===== src/rtl/carfield_mbox_pkg.sv =====
// Shared definitions for the Carfield security-island mailbox.
// Register map offsets, STATUS/IRQ_EN field positions and level type.
package carfield_mbox_pkg;

  typedef enum logic [3:0] {
    MboxTxData = 4'h0,
    MboxRxData = 4'h1,
    MboxStatus = 4'h2,
    MboxIrqEn  = 4'h3,
    MboxFlush  = 4'h4
  } mbox_reg_e;

  localparam int unsigned MboxDepth = 8;

  localparam int StatusRxLvlLsb   = 0;
  localparam int StatusTxLvlLsb   = 8;
  localparam int StatusLvlW       = 4;
  localparam int StatusRxEmptyBit = 16;
  localparam int StatusTxFullBit  = 17;

  localparam int IrqEnRxNeBit   = 0;
  localparam int IrqEnThreshBit = 1;
  localparam int IrqThreshLsb   = 8;
  localparam int IrqThreshW     = 4;

  localparam logic [31:0] IrqEnMask = 32'h0000_0F03;

  typedef logic [$clog2(MboxDepth):0] mbox_level_t;

endpackage


===== src/rtl/carfield_mbox_fifo.sv =====
// Single-direction mailbox FIFO with flush and occupancy level.
// Flush has priority over any push or pop in the same cycle.
module carfield_mbox_fifo
  import carfield_mbox_pkg::*;
#(
  parameter int unsigned Depth     = MboxDepth,
  parameter int unsigned DataWidth = 32,
  parameter int unsigned LvlW      = $clog2(Depth) + 1
) (
  input  logic                 clk,
  input  logic                 rst,
  input  logic                 push,
  input  logic [DataWidth-1:0] wdata,
  input  logic                 pop,
  input  logic                 flush,
  output logic [DataWidth-1:0] head,
  output logic                 full,
  output logic                 empty,
  output logic [LvlW-1:0]      level
);

  localparam int unsigned PtrW = $clog2(Depth);

  logic [DataWidth-1:0] mem [Depth];
  logic [PtrW-1:0]      wrPtr;
  logic [PtrW-1:0]      rdPtr;
  logic                 doPush;
  logic                 doPop;

  assign full   = (level == LvlW'(Depth));
  assign empty  = (level == '0);
  assign doPush = push & ~full;
  assign doPop  = pop & ~empty;
  assign head   = mem[rdPtr];

  always_ff @(posedge clk) begin
    if (rst | flush) begin
      wrPtr <= '0;
      rdPtr <= '0;
      level <= '0;
    end else begin
      if (doPush) wrPtr <= wrPtr + PtrW'(1);
      if (doPop) rdPtr <= rdPtr + PtrW'(1);
      level <= level + LvlW'(doPush) - LvlW'(doPop);
    end
  end

  always_ff @(posedge clk) begin
    if (doPush) mem[wrPtr] <= wdata;
  end

endmodule


===== src/rtl/carfield_mbox_apb.sv =====
// Two-sided APB4 mailbox: side A is the host, side B the security island.
// Each side owns one outgoing FIFO and reads the peer's FIFO.
module carfield_mbox_apb
  import carfield_mbox_pkg::*;
#(
  parameter int unsigned Depth     = MboxDepth,
  parameter int unsigned DataWidth = 32,
  parameter int unsigned AddrWidth = 12
) (
  input  logic                 clk_i,
  input  logic                 rst_i,
  input  logic [AddrWidth-1:0] a_paddr_i,
  input  logic                 a_psel_i,
  input  logic                 a_penable_i,
  input  logic                 a_pwrite_i,
  input  logic [DataWidth-1:0] a_pwdata_i,
  input  logic [3:0]           a_pstrb_i,
  output logic [DataWidth-1:0] a_prdata_o,
  output logic                 a_pready_o,
  output logic                 a_pslverr_o,
  input  logic [AddrWidth-1:0] b_paddr_i,
  input  logic                 b_psel_i,
  input  logic                 b_penable_i,
  input  logic                 b_pwrite_i,
  input  logic [DataWidth-1:0] b_pwdata_i,
  input  logic [3:0]           b_pstrb_i,
  output logic [DataWidth-1:0] b_prdata_o,
  output logic                 b_pready_o,
  output logic                 b_pslverr_o,
  output logic                 irq_a_o,
  output logic                 irq_b_o
);

  localparam int unsigned LvlW = $clog2(Depth) + 1;

  logic [AddrWidth-1:0] paddr   [2];
  logic                 psel    [2];
  logic                 penable [2];
  logic                 pwrite  [2];
  logic [DataWidth-1:0] pwdata  [2];
  logic [3:0]           pstrb   [2];
  logic [DataWidth-1:0] prdata  [2];
  logic                 pready  [2];
  logic                 pslverr [2];
  logic                 irq     [2];

  assign paddr[0]   = a_paddr_i;
  assign paddr[1]   = b_paddr_i;
  assign psel[0]    = a_psel_i;
  assign psel[1]    = b_psel_i;
  assign penable[0] = a_penable_i;
  assign penable[1] = b_penable_i;
  assign pwrite[0]  = a_pwrite_i;
  assign pwrite[1]  = b_pwrite_i;
  assign pwdata[0]  = a_pwdata_i;
  assign pwdata[1]  = b_pwdata_i;
  assign pstrb[0]   = a_pstrb_i;
  assign pstrb[1]   = b_pstrb_i;

  assign a_prdata_o  = prdata[0];
  assign b_prdata_o  = prdata[1];
  assign a_pready_o  = pready[0];
  assign b_pready_o  = pready[1];
  assign a_pslverr_o = pslverr[0];
  assign b_pslverr_o = pslverr[1];
  assign irq_a_o     = irq[0];
  assign irq_b_o     = irq[1];

  logic unusedAddrBits;
  assign unusedAddrBits = ^{paddr[0][1:0], paddr[1][1:0]};

  // FIFO f carries words written by side f toward side 1-f.
  logic [DataWidth-1:0] head  [2];
  logic                 full  [2];
  logic                 empty [2];
  logic [LvlW-1:0]      level [2];
  logic                 sidePush  [2];
  logic                 sidePop   [2];
  logic                 sideFlush [2];

  for (genvar f = 0; f < 2; f++) begin : gFifo
    carfield_mbox_fifo #(
      .Depth     (Depth),
      .DataWidth (DataWidth),
      .LvlW      (LvlW)
    ) uFifo (
      .clk   (clk_i),
      .rst   (rst_i),
      .push  (sidePush[f]),
      .wdata (pwdata[f]),
      .pop   (sidePop[1-f]),
      .flush (sideFlush[f]),
      .head  (head[f]),
      .full  (full[f]),
      .empty (empty[f]),
      .level (level[f])
    );
  end

  for (genvar s = 0; s < 2; s++) begin : gSide
    localparam int Tx = s;
    localparam int Rx = 1 - s;

    logic                 acc;
    logic                 respQ;
    logic                 errQ;
    logic                 irqQ;
    logic [DataWidth-1:0] rdataQ;
    logic [DataWidth-1:0] enQ;
    logic [DataWidth-1:0] status;
    logic [DataWidth-1:0] opData;
    logic [3:0]           off;
    logic                 hiBad;
    logic                 opErr;
    logic                 opPush;
    logic                 opPop;
    logic                 opFlush;
    logic                 opEn;
    logic                 irqNext;

    // The operation happens in IDLE; RESP only presents the result.
    assign acc   = ~respQ & psel[s] & penable[s];
    assign off   = paddr[s][5:2];
    assign hiBad = |paddr[s][AddrWidth-1:6];

    always_comb begin
      status = '0;
      status[StatusRxLvlLsb +: StatusLvlW] = StatusLvlW'(level[Rx]);
      status[StatusTxLvlLsb +: StatusLvlW] = StatusLvlW'(level[Tx]);
      status[StatusRxEmptyBit] = empty[Rx];
      status[StatusTxFullBit]  = full[Tx];
    end

    always_comb begin
      opData  = '0;
      opErr   = 1'b0;
      opPush  = 1'b0;
      opPop   = 1'b0;
      opFlush = 1'b0;
      opEn    = 1'b0;
      if (hiBad) begin
        opErr = 1'b1;
      end else begin
        unique case (1'b1)
          (off == MboxTxData): begin
            if (pwrite[s]) begin
              if (pstrb[s] != 4'hF || full[Tx]) opErr = 1'b1;
              else opPush = 1'b1;
            end
          end
          (off == MboxRxData): begin
            if (pwrite[s] || empty[Rx]) begin
              opErr = 1'b1;
            end else begin
              opPop  = 1'b1;
              opData = head[Rx];
            end
          end
          (off == MboxStatus): begin
            if (!pwrite[s]) opData = status;
          end
          (off == MboxIrqEn): begin
            if (pwrite[s]) opEn = 1'b1;
            else opData = enQ;
          end
          (off == MboxFlush): begin
            if (pwrite[s]) opFlush = pwdata[s][0];
          end
          default: opErr = 1'b1;
        endcase
      end
    end

    assign sidePush[s]  = acc & opPush;
    assign sidePop[s]   = acc & opPop;
    assign sideFlush[s] = acc & opFlush;

    assign irqNext =
      (enQ[IrqEnRxNeBit] & ~empty[Rx]) |
      (enQ[IrqEnThreshBit] &
       (32'(level[Rx]) >= 32'(enQ[IrqThreshLsb +: IrqThreshW])));

    always_ff @(posedge clk_i) begin
      if (rst_i) begin
        respQ  <= 1'b0;
        errQ   <= 1'b0;
        rdataQ <= '0;
        enQ    <= '0;
        irqQ   <= 1'b0;
      end else begin
        respQ <= acc;
        if (acc) begin
          rdataQ <= opData;
          errQ   <= opErr;
        end
        if (acc & opEn) enQ <= pwdata[s] & IrqEnMask;
        irqQ <= irqNext;
      end
    end

    assign pready[s]  = respQ;
    assign prdata[s]  = respQ ? rdataQ : '0;
    assign pslverr[s] = respQ & errQ;
    assign irq[s]     = irqQ;
  end

endmodule


===== config.mk =====
export PLATFORM = sky130hd
export DESIGN_NAME = carfield_mbox_apb
export DESIGN_NICKNAME = d
export VERILOG_FILES = /design/src/rtl/carfield_mbox_pkg.sv /design/src/rtl/carfield_mbox_fifo.sv /design/src/rtl/carfield_mbox_apb.sv
export SDC_FILE = /design/constraint.sdc
export NUM_CORES = 1
export LEC_CHECK = 0
export CAP_MARGIN = 25
export CORE_ASPECT_RATIO = 2
export CORE_MARGIN = 2
export CORE_UTILIZATION = 50
export DETAILED_ROUTE_END_ITERATION = 6
export PLACE_DENSITY = 0.7
export SETUP_SLACK_MARGIN = 0.5
export SLEW_MARGIN = 20
export SYNTH_ARGS = -nofsm -noshare
export SYNTH_HDL_FRONTEND = slang
export SYNTH_SLANG_ARGS = --single-unit

===== constraint.sdc =====
create_clock -name clk_i -period 11.32 [get_ports clk_i]
set_clock_uncertainty 0.1 [all_clocks]
set_input_delay 1.132 -clock clk_i [delete_from_list [all_inputs] [get_ports clk_i]]
set_output_delay 1.132 -clock clk_i [all_outputs]
set_load 0.01 [all_outputs]

==> flow_metrics.env, run 1 <==
export IMPL_port_buffers=169
export IMPL_finalWeightedCongestion=0.849
export IMPL_gr_usage_all_layers=0.212
export IMPL_share_seq_of_total_power=0.574
export IMPL_critical_path_endpoint_type="flip-flop"
export IMPL_worstSkewPairLatency_ns=0.59
export IMPL_maximum_number_of_pins_on_one_net_before_global_route_repair=60
export IMPL_number_of_instances_in_the_synthesized_netlist=1378
export IMPL_timing_final_setup_violations=0
export IMPL_synthFlopType="sky130_fd_sc_hd__edfxtp_1"
export IMPL_clkSlewWorstSetupHoldPaths_ns=0.07
export IMPL_final_nets=1689
export IMPL_maxSlewHeadroom=0.319
export IMPL_finalHoldWorstSlack_ns=0.352
export IMPL_yosys_synthesis_warning_count=0
export IMPL_grt_ovfl_total=0
export IMPL_post_synth_edffs=512
export IMPL_post_route_period_util=0.406
export IMPL_post_cts_hold_buffer_count=0
export IMPL_switching_share=0.195
export IMPL_final_fill_count=3662
export IMPL_fp_coreArea_um2=48200
export IMPL_clkPwrFrac=0.406
export IMPL_die_height_um=316
export IMPL_largest_vdd_supply_drop_uv=143
export IMPL_grt_setup_unrepaired="false"
export IMPL_post_drt_wl_per_cell_um=23.9
export IMPL_start_util=0.505
export IMPL_dr_total_vias=12919
export IMPL_fp_dieArea_um2=50600
export IMPL_final_min_clock_period_ns=4.60
export IMPL_synthArstFlopShare=0
export IMPL_ys_ff_latch=620
export IMPL_commonest_non_fill_non_tap_cells_in_the_layout="sky130_fd_sc_hd__edfxtp_1, sky130_fd_sc_hd__clkdlybuf4s50_1, sky130_fd_sc_hd__mux4_2"
export IMPL_syn_area_um2=24300
export IMPL_cts_tree="yes"
export IMPL_cts_buffers=52
export IMPL_reg2reg_from="a_pready_o$_SDFF_PP0_"
export IMPL_drt_first_iter_violations=942
export IMPL_area_taken_by_flip_flops_and_latches_um2=17600
export IMPL_finalHoldViolations=0
export IMPL_critPathKind="primary input to flip-flop"
export IMPL_cellLeakagePower_nw=8.86
export IMPL_fp_row_count=114
export IMPL_total_wire_length_after_detailed_routing_um=53500
export IMPL_first_global_vias=13773
export IMPL_max_cap_check_violation_count=0
export IMPL_cp_launch_type="primary input"
export IMPL_hold_path_class="flip-flop to flip-flop"
export IMPL_area_growth_pct=17.4
export IMPL_cts_htree_levels=2
export IMPL_critPathArrivalTime_ns=4.76
export IMPL_final_max_slew_viol_count=0
export IMPL_dpl_hpwl_um=32700
export IMPL_critical_path_startpoint="b_psel_i"
export IMPL_post_route_drc_count=0
export IMPL_clock_sink_count=620
export IMPL_timing_fmax_mhz=217
export IMPL_hold_start="gSide[0].rdataQ[1]$_SDFFE_PP0P_"
export IMPL_post_cts_buffers=0
export IMPL_synth_cell_types=50
export IMPL_worst_slew_pin_slew_ns=1.02
export IMPL_routed_via_density=5.76
export IMPL_antenna_left=0
export IMPL_grt_antenna_before_repair=2
export IMPL_multiInputGateArea_um2=6530
export IMPL_max_clock_path_buffers=3
export IMPL_cts_root_buf="sky130_fd_sc_hd__clkbuf_16"
export IMPL_ios=174
export IMPL_layout_cells_most_common="sky130_fd_sc_hd__edfxtp_1"
export IMPL_die_width_um=160
export IMPL_share_of_post_route_cells_with_drive_strength_above_1=0.194
export IMPL_netSwitchingPower_uw=837
export IMPL_power_per_cell_area_nw_per_um2=150
export IMPL_p_comb_frac=0.020
export IMPL_path_max_fanout=41
export IMPL_internal_power_mw=3.45
export IMPL_num_antenna_cells=0
export IMPL_required_ns=11.48
export IMPL_grt_pass1_wl_um=80600
export IMPL_synth_yosys_seq_area_share=0.720
export IMPL_setup_tns_final_ns=0
export IMPL_run_status="finished clean"
export IMPL_synthesis_nets=1508
export IMPL_drt_pre_antenna_iters=5
export IMPL_cts_repair_resized=0
export IMPL_synth_avg_cell_area_um2=17.7
-- path summary, 6_finish.rpt --
check	slack, ns	cells past startpoint	end
worst min-delay path	0.35	2	gSide[0].rdataQ[1]$_SDFFE_PP0P_
worst max register to register	7.26	9	gFifo[0].uFifo.mem[3][25]$_DFFE_PP_
worst min register to register	0.35	2	gSide[0].rdataQ[1]$_SDFFE_PP0P_
worst max-delay path	6.72	9	gFifo[1].uFifo.mem[2][13]$_DFFE_PP_
-- power by group through the flow --
stage          sequential [mW]  combinational (mW)  clock, mW
2_1_floorplan             2.52              0.0163          0
3_3_place_gp              2.51              0.0823          0
5_1_grt                   2.46              0.0928       1.86
6_report                  2.46              0.0863       1.74
4_1_cts                   2.46              0.0863       1.78
3_5_place_dp              2.51              0.0860          0
-- metrics by stage --
step | setup WS (ns) | utilization | instance area, µm² | instances | power (mW)
floorplan | 5.08 | - | 24300 | 1378 | 2.53
global placement | 5.96 | 0.558 | 26900 | 2141 | 2.60
detailed placement | 5.91 | 0.558 | 26900 | 2142 | 2.60
CTS | 6.53 | 0.593 | 28600 | 2240 | 4.33
global route | 6.49 | 0.593 | 28600 | 2241 | 4.41
finish | 6.72 | 0.593 | 28600 | 2241 | 4.29
-- cells by family after synthesis --
family | count (synthesis) | share of synthesized area
mux | 209 | 0.148
compound gates | 130 | 0.0383
buf+inv | 104 | 0.0166
xor+xnor | 9 | 0.00324
flops | 620 | 0.720
simple gates | 280 | 0.0594
fa+ha+maj | 26 | 0.0140
-- sequential cells by signal, summed over array words and instances, names as in the netlist, 2 cells and up, named ones only --
name	cells
gFifo.uFifo.level	8
gFifo.uFifo.mem	512
gFifo.uFifo.rdPtr	6
gFifo.uFifo.wrPtr	6
gSide.enQ	12
gSide.errQ	2
gSide.rdataQ	64
-- cell usage after synthesis (all sizes together) (3+ instances only) --
cell       n  area share
and2      66       0.017
nand3      6      0.0012
nor4       6      0.0022
nor3b      6      0.0019
nand3b     4      0.0012
a31oi      4      0.0010
edfxtp   512        0.63
mux2      51       0.024
inv       30      0.0046
a222oi     6      0.0025
nand2     37      0.0057
or2        3     0.00077
a2111oi    3      0.0011
ha        24       0.012
o21a       3     0.00093
nor3       9      0.0019
mux4     116        0.11
a211oi     4      0.0012
dfxtp    108       0.089
or4        5      0.0017
o21ai     14      0.0029
nor2     105       0.016
buf       28      0.0048
nand4      5      0.0013
a221oi    18      0.0065
mux2i     42       0.017
or3        3     0.00098
xor2       3      0.0011
clkbuf    46      0.0071
nand2b     7      0.0018
nor4b      5      0.0018
a21oi     20      0.0041
nor2b     10      0.0026
a22oi     48       0.015
xnor2      6      0.0022
-- cell type report --
| cell class | count | area share |
|---|---|---|
| clock buffer | 69 | 0.0496 |
| clock inverter | 29 | 0.00823 |
| inverter | 30 | 0.00394 |
| multi-input combinational | 654 | 0.228 |
| sequential | 620 | 0.614 |
| tap | 638 | 0.0279 |
| timing repair buffer | 201 | 0.0676 |
-- critical path, cell delays in order --
cell                              delay, ns
sky130_fd_sc_hd__clkdlybuf4s50_1       0.49
sky130_fd_sc_hd__nand3b_1              0.09
sky130_fd_sc_hd__buf_4                 0.33
sky130_fd_sc_hd__nor4_1                0.53
sky130_fd_sc_hd__nand3_1               0.37
sky130_fd_sc_hd__inv_1                 0.23
sky130_fd_sc_hd__nand2_1               0.25
sky130_fd_sc_hd__nor3_4                0.85
sky130_fd_sc_hd__buf_4                 0.45
-- layer usage --
layer  global-route usage  routed length [µm]  vias to the layer above
li1                     -                   -                     5786
met1                0.246               19900                     6646
met2                0.397               29100                      391
met3               0.0348                2960                       94
met4               0.0743                1520                        2
met5                    0                  13                        -
Power figures use the tool's default switching activity.
==> run 2: changes to the inputs <==
- PLACE_DENSITY: 0.7 -> 0.72
- clock period: 11.32 -> 3.8 ns (I/O delays scaled with it)
==> run 2 against run 1 <==
  * Count of clock-buffer cells in the layout stayed put
  * Cell count is 1.1% higher
  * Sequential share of layout area is 1.2 points lower
  * Wire length is 2.0% higher
  * Setup slack worse by 5.9 ns
  * Largest cell class unchanged
==> flow_metrics.env, run 2 (synthesis gave the netlist of run 1 again) <==
export IMPL_required_ns=4.18
export IMPL_worst_slew_pin_slew_ns=0.891
export IMPL_slowest_stage="sky130_fd_sc_hd__or4_1"
export IMPL_clkSlewWorstSetupHoldPaths_ns=0.07
export IMPL_share_of_post_route_cells_with_drive_strength_above_1=0.213
export IMPL_finalHoldWorstSlack_ns=0.254
export IMPL_finalHoldViolations=0
export IMPL_internal_power_mw=10.6
export IMPL_final_nets=1712
export IMPL_max_flop_register="gFifo.uFifo.mem"
export IMPL_die_height_um=316
export IMPL_ff2ff_path_depth=12
export IMPL_die_width_um=160
export IMPL_grt_pass1_wl_um=82200
export IMPL_run_status="finished clean"
export IMPL_final_min_clock_period_ns=2.98
export IMPL_p_comb_frac=0.020
export IMPL_largest_vdd_supply_drop_uv=454
export IMPL_multiInputGateArea_um2=6590
export IMPL_report_power_total_mw=13.2
export IMPL_fp_coreArea_um2=48200
export IMPL_worst_hold_path_depth=2
export IMPL_clock_sink_count=620
export IMPL_maximum_number_of_pins_on_one_net_before_global_route_repair=63
export IMPL_grt_ovfl_total=0
export IMPL_num_antenna_cells=0
export IMPL_share_seq_of_total_power=0.557
export IMPL_commonest_non_fill_non_tap_cells_in_the_layout="sky130_fd_sc_hd__edfxtp_1, sky130_fd_sc_hd__clkdlybuf4s50_1, sky130_fd_sc_hd__mux4_2"
export IMPL_grt_antenna_before_repair=0
export IMPL_timing_fmax_mhz=335
export IMPL_path_buf_inv=3
export IMPL_post_cts_hold_buffer_count=0
export IMPL_finalWeightedCongestion=0.823
export IMPL_critPathKind="flip-flop to flip-flop"
export IMPL_critical_path_reg2reg_endpoint="gFifo[0].uFifo.level[2]$_SDFF_PP0_"
export IMPL_drt_first_iter_violations=959
export IMPL_fp_row_count=114
export IMPL_reg_top3="gFifo.uFifo.mem: 512 flops, gSide.rdataQ: 64 flops, gSide.enQ: 12 flops"
export IMPL_placedCellCount=2165
export IMPL_cp_launch_type="flip-flop"
export IMPL_clkPwrFrac=0.423
export IMPL_post_cts_buffers=0
export IMPL_maxSlewHeadroom=0.406
export IMPL_routed_via_density=5.78
export IMPL_total_wire_length_after_detailed_routing_um=54500
export IMPL_cts_repair_resized=0
export IMPL_largest_reg_flops=512
export IMPL_fp_dieArea_um2=50600
export IMPL_cts_htree_levels=2
export IMPL_switching_share=0.195
export IMPL_cp_top_family="adder cells"
export IMPL_port_buffers=169
export IMPL_power_per_cell_area_nw_per_um2=453
export IMPL_final_fill_count=3577
export IMPL_start_util=0.505
export IMPL_post_drt_wl_per_cell_um=24.1
export IMPL_timing_critical_path_depth=12
export IMPL_grt_setup_unrepaired="false"
export IMPL_cts_tree="yes"
export IMPL_max_clock_path_buffers=3
export IMPL_finalNonFillerCells=2265
export IMPL_area_growth_pct=19.6
export IMPL_critical_path_max_stage_delay_ns=0.57
export IMPL_final_max_slew_viol_count=0
export IMPL_post_route_drc_count=0
export IMPL_area_taken_by_flip_flops_and_latches_um2=17500
export IMPL_worstSkewPairLatency_ns=0.59
export IMPL_critical_path_startpoint="gFifo[0].uFifo.level[2]$_SDFF_PP0_"
export IMPL_critical_path_endpoint_type="flip-flop"
export IMPL_cts_root_buf="sky130_fd_sc_hd__clkbuf_16"
export IMPL_critPathArrivalTime_ns=3.36
export IMPL_netSwitchingPower_mw=2.57
export IMPL_worst_setup_path_endpoint="gFifo[0].uFifo.level[2]$_SDFF_PP0_"
export IMPL_dr_total_vias=13099
export IMPL_hold_path_class="primary input to flip-flop"
export IMPL_r2r_slack_ns=0.82
export IMPL_dpl_hpwl_um=34400
export IMPL_cellLeakagePower_nw=9.08
export IMPL_path_max_fanout=4
export IMPL_first_global_vias=13782
export IMPL_post_route_period_util=0.785
export IMPL_drt_pre_antenna_iters=5
export IMPL_cts_buffers=53
export IMPL_timing_final_setup_violations=0
export IMPL_post_route_util=0.604
export IMPL_layout_cells_most_common="sky130_fd_sc_hd__edfxtp_1"
export IMPL_critical_path_cell_chain="inv_1 > ha_1 > nor3b_1 > or4_1 > nor2_4 > ha_1 > inv_1 > ha_1 > inv_1 > fa_1 > xor2_1 > nor2_1"
export IMPL_reg2reg_from="gFifo[0].uFifo.level[2]$_SDFF_PP0_"
export IMPL_ios=174
export IMPL_antenna_left=0
export IMPL_gr_usage_all_layers=0.217
export IMPL_max_cap_check_violation_count=0
[run 2: changes by cell type in the layout (fill, tap and decap cells not counted), moves of 3 or more]
| cell | before | now |
|---|---|---|
| sky130_fd_sc_hd__clkbuf_1 | 13 | 10 |
| sky130_fd_sc_hd__buf_4 | 32 | 43 |
| sky130_fd_sc_hd__clkinv_1 | 8 | 4 |
| sky130_fd_sc_hd__nor3_4 | 1 | 4 |
| sky130_fd_sc_hd__nor3_2 | 3 | 0 |
| sky130_fd_sc_hd__buf_12 | 0 | 12 |
| sky130_fd_sc_hd__bufinv_16 | 3 | 6 |
[run 2: metal layers]
layer | part of all wire | global-route usage | vias up
met2 | 0.55 | 0.413 | 447
li1 | - | - | 5845
met4 | 0.025 | 0.0702 | 0
met1 | 0.37 | 0.252 | 6724
met5 | 0 | 0 | -
met3 | 0.055 | 0.0302 | 83
[run 2: through the flow]
stage / setup slack, ns / TNS [ns] / instance area [µm²]
2_1_floorplan: -0.0992 / -12.91 / 24500
3_3_place_gp: 0.352 / 0 / 27300
6_report: 0.819 / 0 / 29100
5_1_grt: 0.632 / 0 / 29100
3_5_place_dp: 0.318 / 0 / 27300
4_1_cts: 0.828 / 0 / 29100
[run 2: cell type report]
class / count / share of cell area
sequential: 620 / 0.603
multi-input combinational: 654 / 0.226
timing repair buffer: 223 / 0.0771
clock buffer: 69 / 0.0504
tap: 638 / 0.0274
clock inverter: 31 / 0.0120
inverter: 30 / 0.00395
[run 2: worst min path at each step]
stage | start | endpoint | slack, ns
after detailed placement | gSide[0].rdataQ[31]$_SDFFE_PP0P_ | gSide[0].rdataQ[31]$_SDFFE_PP0P_ | 0.34
after global placement | gSide[0].rdataQ[31]$_SDFFE_PP0P_ | gSide[0].rdataQ[31]$_SDFFE_PP0P_ | 0.34
after floorplan | gSide[0].rdataQ[31]$_SDFFE_PP0P_ | gSide[0].rdataQ[31]$_SDFFE_PP0P_ | 0.33
final | rst_i | gSide[0].enQ[0]$_SDFFE_PP0P_ | 0.25
after CTS | rst_i | gSide[0].rdataQ[26]$_SDFFE_PP0P_ | 0.23
after global routing | rst_i | gSide[0].enQ[0]$_SDFFE_PP0P_ | 0.26
[run 2: power groups by stage]
stage / Combinational [mW] / Clock (mW) / Sequential (mW)
floorplan: 0.0487 / 0 / 7.49
CTS: 0.260 / 5.70 / 7.34
global route: 0.277 / 5.94 / 7.33
global placement: 0.247 / 0 / 7.49
finish: 0.260 / 5.58 / 7.34
detailed placement: 0.259 / 0 / 7.49
[run 2: worst register-to-register path: stages (launching register included)]
cell	delay, ns
sky130_fd_sc_hd__dfxtp_1	0.47
sky130_fd_sc_hd__inv_1	0.13
sky130_fd_sc_hd__ha_1	0.21
sky130_fd_sc_hd__nor3b_1	0.15
sky130_fd_sc_hd__or4_1	0.57
sky130_fd_sc_hd__nor2_4	0.14
sky130_fd_sc_hd__ha_1	0.24
sky130_fd_sc_hd__inv_1	0.05
sky130_fd_sc_hd__ha_1	0.15
sky130_fd_sc_hd__inv_1	0.06
sky130_fd_sc_hd__fa_1	0.41
sky130_fd_sc_hd__xor2_1	0.14
sky130_fd_sc_hd__nor2_1	0.05
==> run 3: changes to the inputs <==
- PLACE_DENSITY: 0.72 -> 0.7
- clock period: 3.8 -> 3 ns (I/O delays scaled with it)
==> run 3 against run 2 <==
  * Final area grew 6.3%
  * Clock power is 30% higher
  * Cell count grew 4.4%
  * Setup slack got worse by 0.53 ns
  * Sequential cell count stayed put
==> flow_metrics.env, run 3 (synthesis gave the netlist of run 1 again) <==
export IMPL_fp_row_count=114
export IMPL_max_cap_check_violation_count=0
export IMPL_final_fill_count=3394
export IMPL_gr_usage_all_layers=0.229
export IMPL_cts_buffers=53
export IMPL_ios=174
export IMPL_post_cts_hold_buffer_count=0
export IMPL_max_clock_path_buffers=3
export IMPL_cp_top_family="simple AND/OR/NAND/NOR gates"
export IMPL_maxSlewHeadroom=0.540
export IMPL_cellLeakagePower_nw=9.93
export IMPL_dpl_hpwl_um=35900
export IMPL_layout_cells_most_common="sky130_fd_sc_hd__edfxtp_1"
export IMPL_start_util=0.505
export IMPL_maximum_number_of_pins_on_one_net_before_global_route_repair=56
export IMPL_reg_top3="gFifo.uFifo.mem: 512 flops, gSide.rdataQ: 64 flops, gSide.enQ: 12 flops"
export IMPL_worstSkewPairLatency_ns=0.61
export IMPL_dr_total_vias=13712
export IMPL_required_ns=3.21
export IMPL_drt_pre_antenna_iters=5
export IMPL_run_status="finished clean"
export IMPL_finalHoldViolations=0
export IMPL_final_nets=1812
export IMPL_share_of_post_route_cells_with_drive_strength_above_1=0.277
export IMPL_post_drt_wl_per_cell_um=25.5
export IMPL_post_route_util=0.642
export IMPL_grt_pass1_wl_um=86200
export IMPL_slowest_stage="sky130_fd_sc_hd__or4_4"
export IMPL_cts_htree_levels=2
export IMPL_multiInputGateArea_um2=6720
export IMPL_finalNonFillerCells=2365
export IMPL_largest_vdd_supply_drop_uv=558
export IMPL_total_wire_length_after_detailed_routing_um=60200
export IMPL_commonest_non_fill_non_tap_cells_in_the_layout="sky130_fd_sc_hd__edfxtp_1, sky130_fd_sc_hd__clkdlybuf4s50_1, sky130_fd_sc_hd__mux4_2"
export IMPL_hold_path_class="primary input to flip-flop"
export IMPL_critPathKind="primary input to flip-flop"
export IMPL_power_per_cell_area_nw_per_um2=546
export IMPL_timing_fmax_mhz=369
export IMPL_clock_sink_count=620
export IMPL_critical_path_endpoint_type="flip-flop"
export IMPL_area_growth_pct=27.2
export IMPL_drt_first_iter_violations=1151
export IMPL_post_route_drc_count=0
export IMPL_finalWeightedCongestion=0.836
export IMPL_grt_antenna_before_repair=3
export IMPL_routed_via_density=5.80
export IMPL_worst_slew_pin_slew_ns=0.690
export IMPL_area_taken_by_flip_flops_and_latches_um2=17600
export IMPL_grt_setup_unrepaired="true"
export IMPL_cts_root_buf="sky130_fd_sc_hd__clkbuf_16"
export IMPL_post_route_period_util=0.903
export IMPL_die_width_um=160
export IMPL_critical_path_max_stage_delay_ns=0.54
export IMPL_antenna_left=0
export IMPL_placedCellCount=2201
export IMPL_path_max_fanout=6
export IMPL_fp_coreArea_um2=48200
export IMPL_first_global_vias=14257
export IMPL_clkSlewWorstSetupHoldPaths_ns=0.07
export IMPL_fp_dieArea_um2=50600
export IMPL_path_buf_inv=6
export IMPL_critical_path_cell_chain="dlygate4sd2_1 > or4_4 > or4_4 > or3_4 > inv_6 > nand2_8 > buf_12 > nor2_4 > buf_6 > buf_12 > buf_16"
export IMPL_largest_reg_flops=512
export IMPL_port_buffers=169
export IMPL_timing_final_setup_violations=0
export IMPL_final_min_clock_period_ns=2.71
export IMPL_die_height_um=316
export IMPL_grt_ovfl_total=0
export IMPL_max_flop_register="gFifo.uFifo.mem"
export IMPL_num_antenna_cells=0
export IMPL_critPathArrivalTime_ns=2.92
export IMPL_final_max_slew_viol_count=0
export IMPL_cp_launch_type="primary input"
export IMPL_cts_tree="yes"
## run 3: metal layers
layer,vias to the layer above,track usage,routed length (µm)
li1,6052,-,-
met1,7007,0.257,20700
met2,537,0.435,33900
met3,110,0.0351,3610
met4,6,0.0887,1960
met5,-,0,41
## run 3: layout make-up
| cell class | instances | area share |
|---|---|---|
| Timing Repair Buffer | 323 | 0.126 |
| Sequential cell | 620 | 0.567 |
| Clock inverter | 37 | 0.0136 |
| Tap cell | 638 | 0.0258 |
| Inverter | 30 | 0.00388 |
| Multi-Input combinational cell | 654 | 0.217 |
| Clock buffer | 63 | 0.0467 |
## run 3: repair_timing
item | CTS | global route
setup buffers | 27 | 10
gates resized for setup | 59 | 36
pin swaps | 10 | 12
endpoints found under the setup margin | 281 | 403
gates cloned | 12 | 15
## run 3: path summary, 6_finish.rpt
path	cells past startpoint	slack (ns)	endpoint	startpoint
setup / recovery	11	0.29	gFifo[0].uFifo.mem[5][26]$_DFFE_PP_	a_paddr_i[7]
hold / removal	2	0.11	gSide[1].rdataQ[29]$_SDFFE_PP0P_	rst_i
setup reg to reg	10	0.33	gFifo[0].uFifo.mem[5][26]$_DFFE_PP_	a_pready_o$_SDFF_PP0_
hold reg to reg	2	0.35	gSide[0].rdataQ[8]$_SDFFE_PP0P_	gSide[0].rdataQ[8]$_SDFFE_PP0P_
## run 3: through the flow
step	worst slack, ns	hold slack, ns	cell area, µm²	power [mW]	TNS (ns)
after floorplan	-0.301	0.299	24600	9.56	-19.08
after global placement	-0.383	0.353	27800	9.82	-73.96
after detailed placement	-0.424	0.350	27800	9.83	-82.00
after CTS	0.334	0.0997	30400	17.0	0
after global routing	0.254	0.118	31000	17.4	0
final	0.292	0.111	31000	16.9	0
## run 3: report_power, final
part	switching (mW)	internal, mW	total (mW)	leakage, nW
Sequential	0.00262	9.29	9.30	5.48
Clock	3.15	4.10	7.25	0.909
Combinational	0.210	0.143	0.353	3.55
Total	3.36	13.5	16.9	9.93
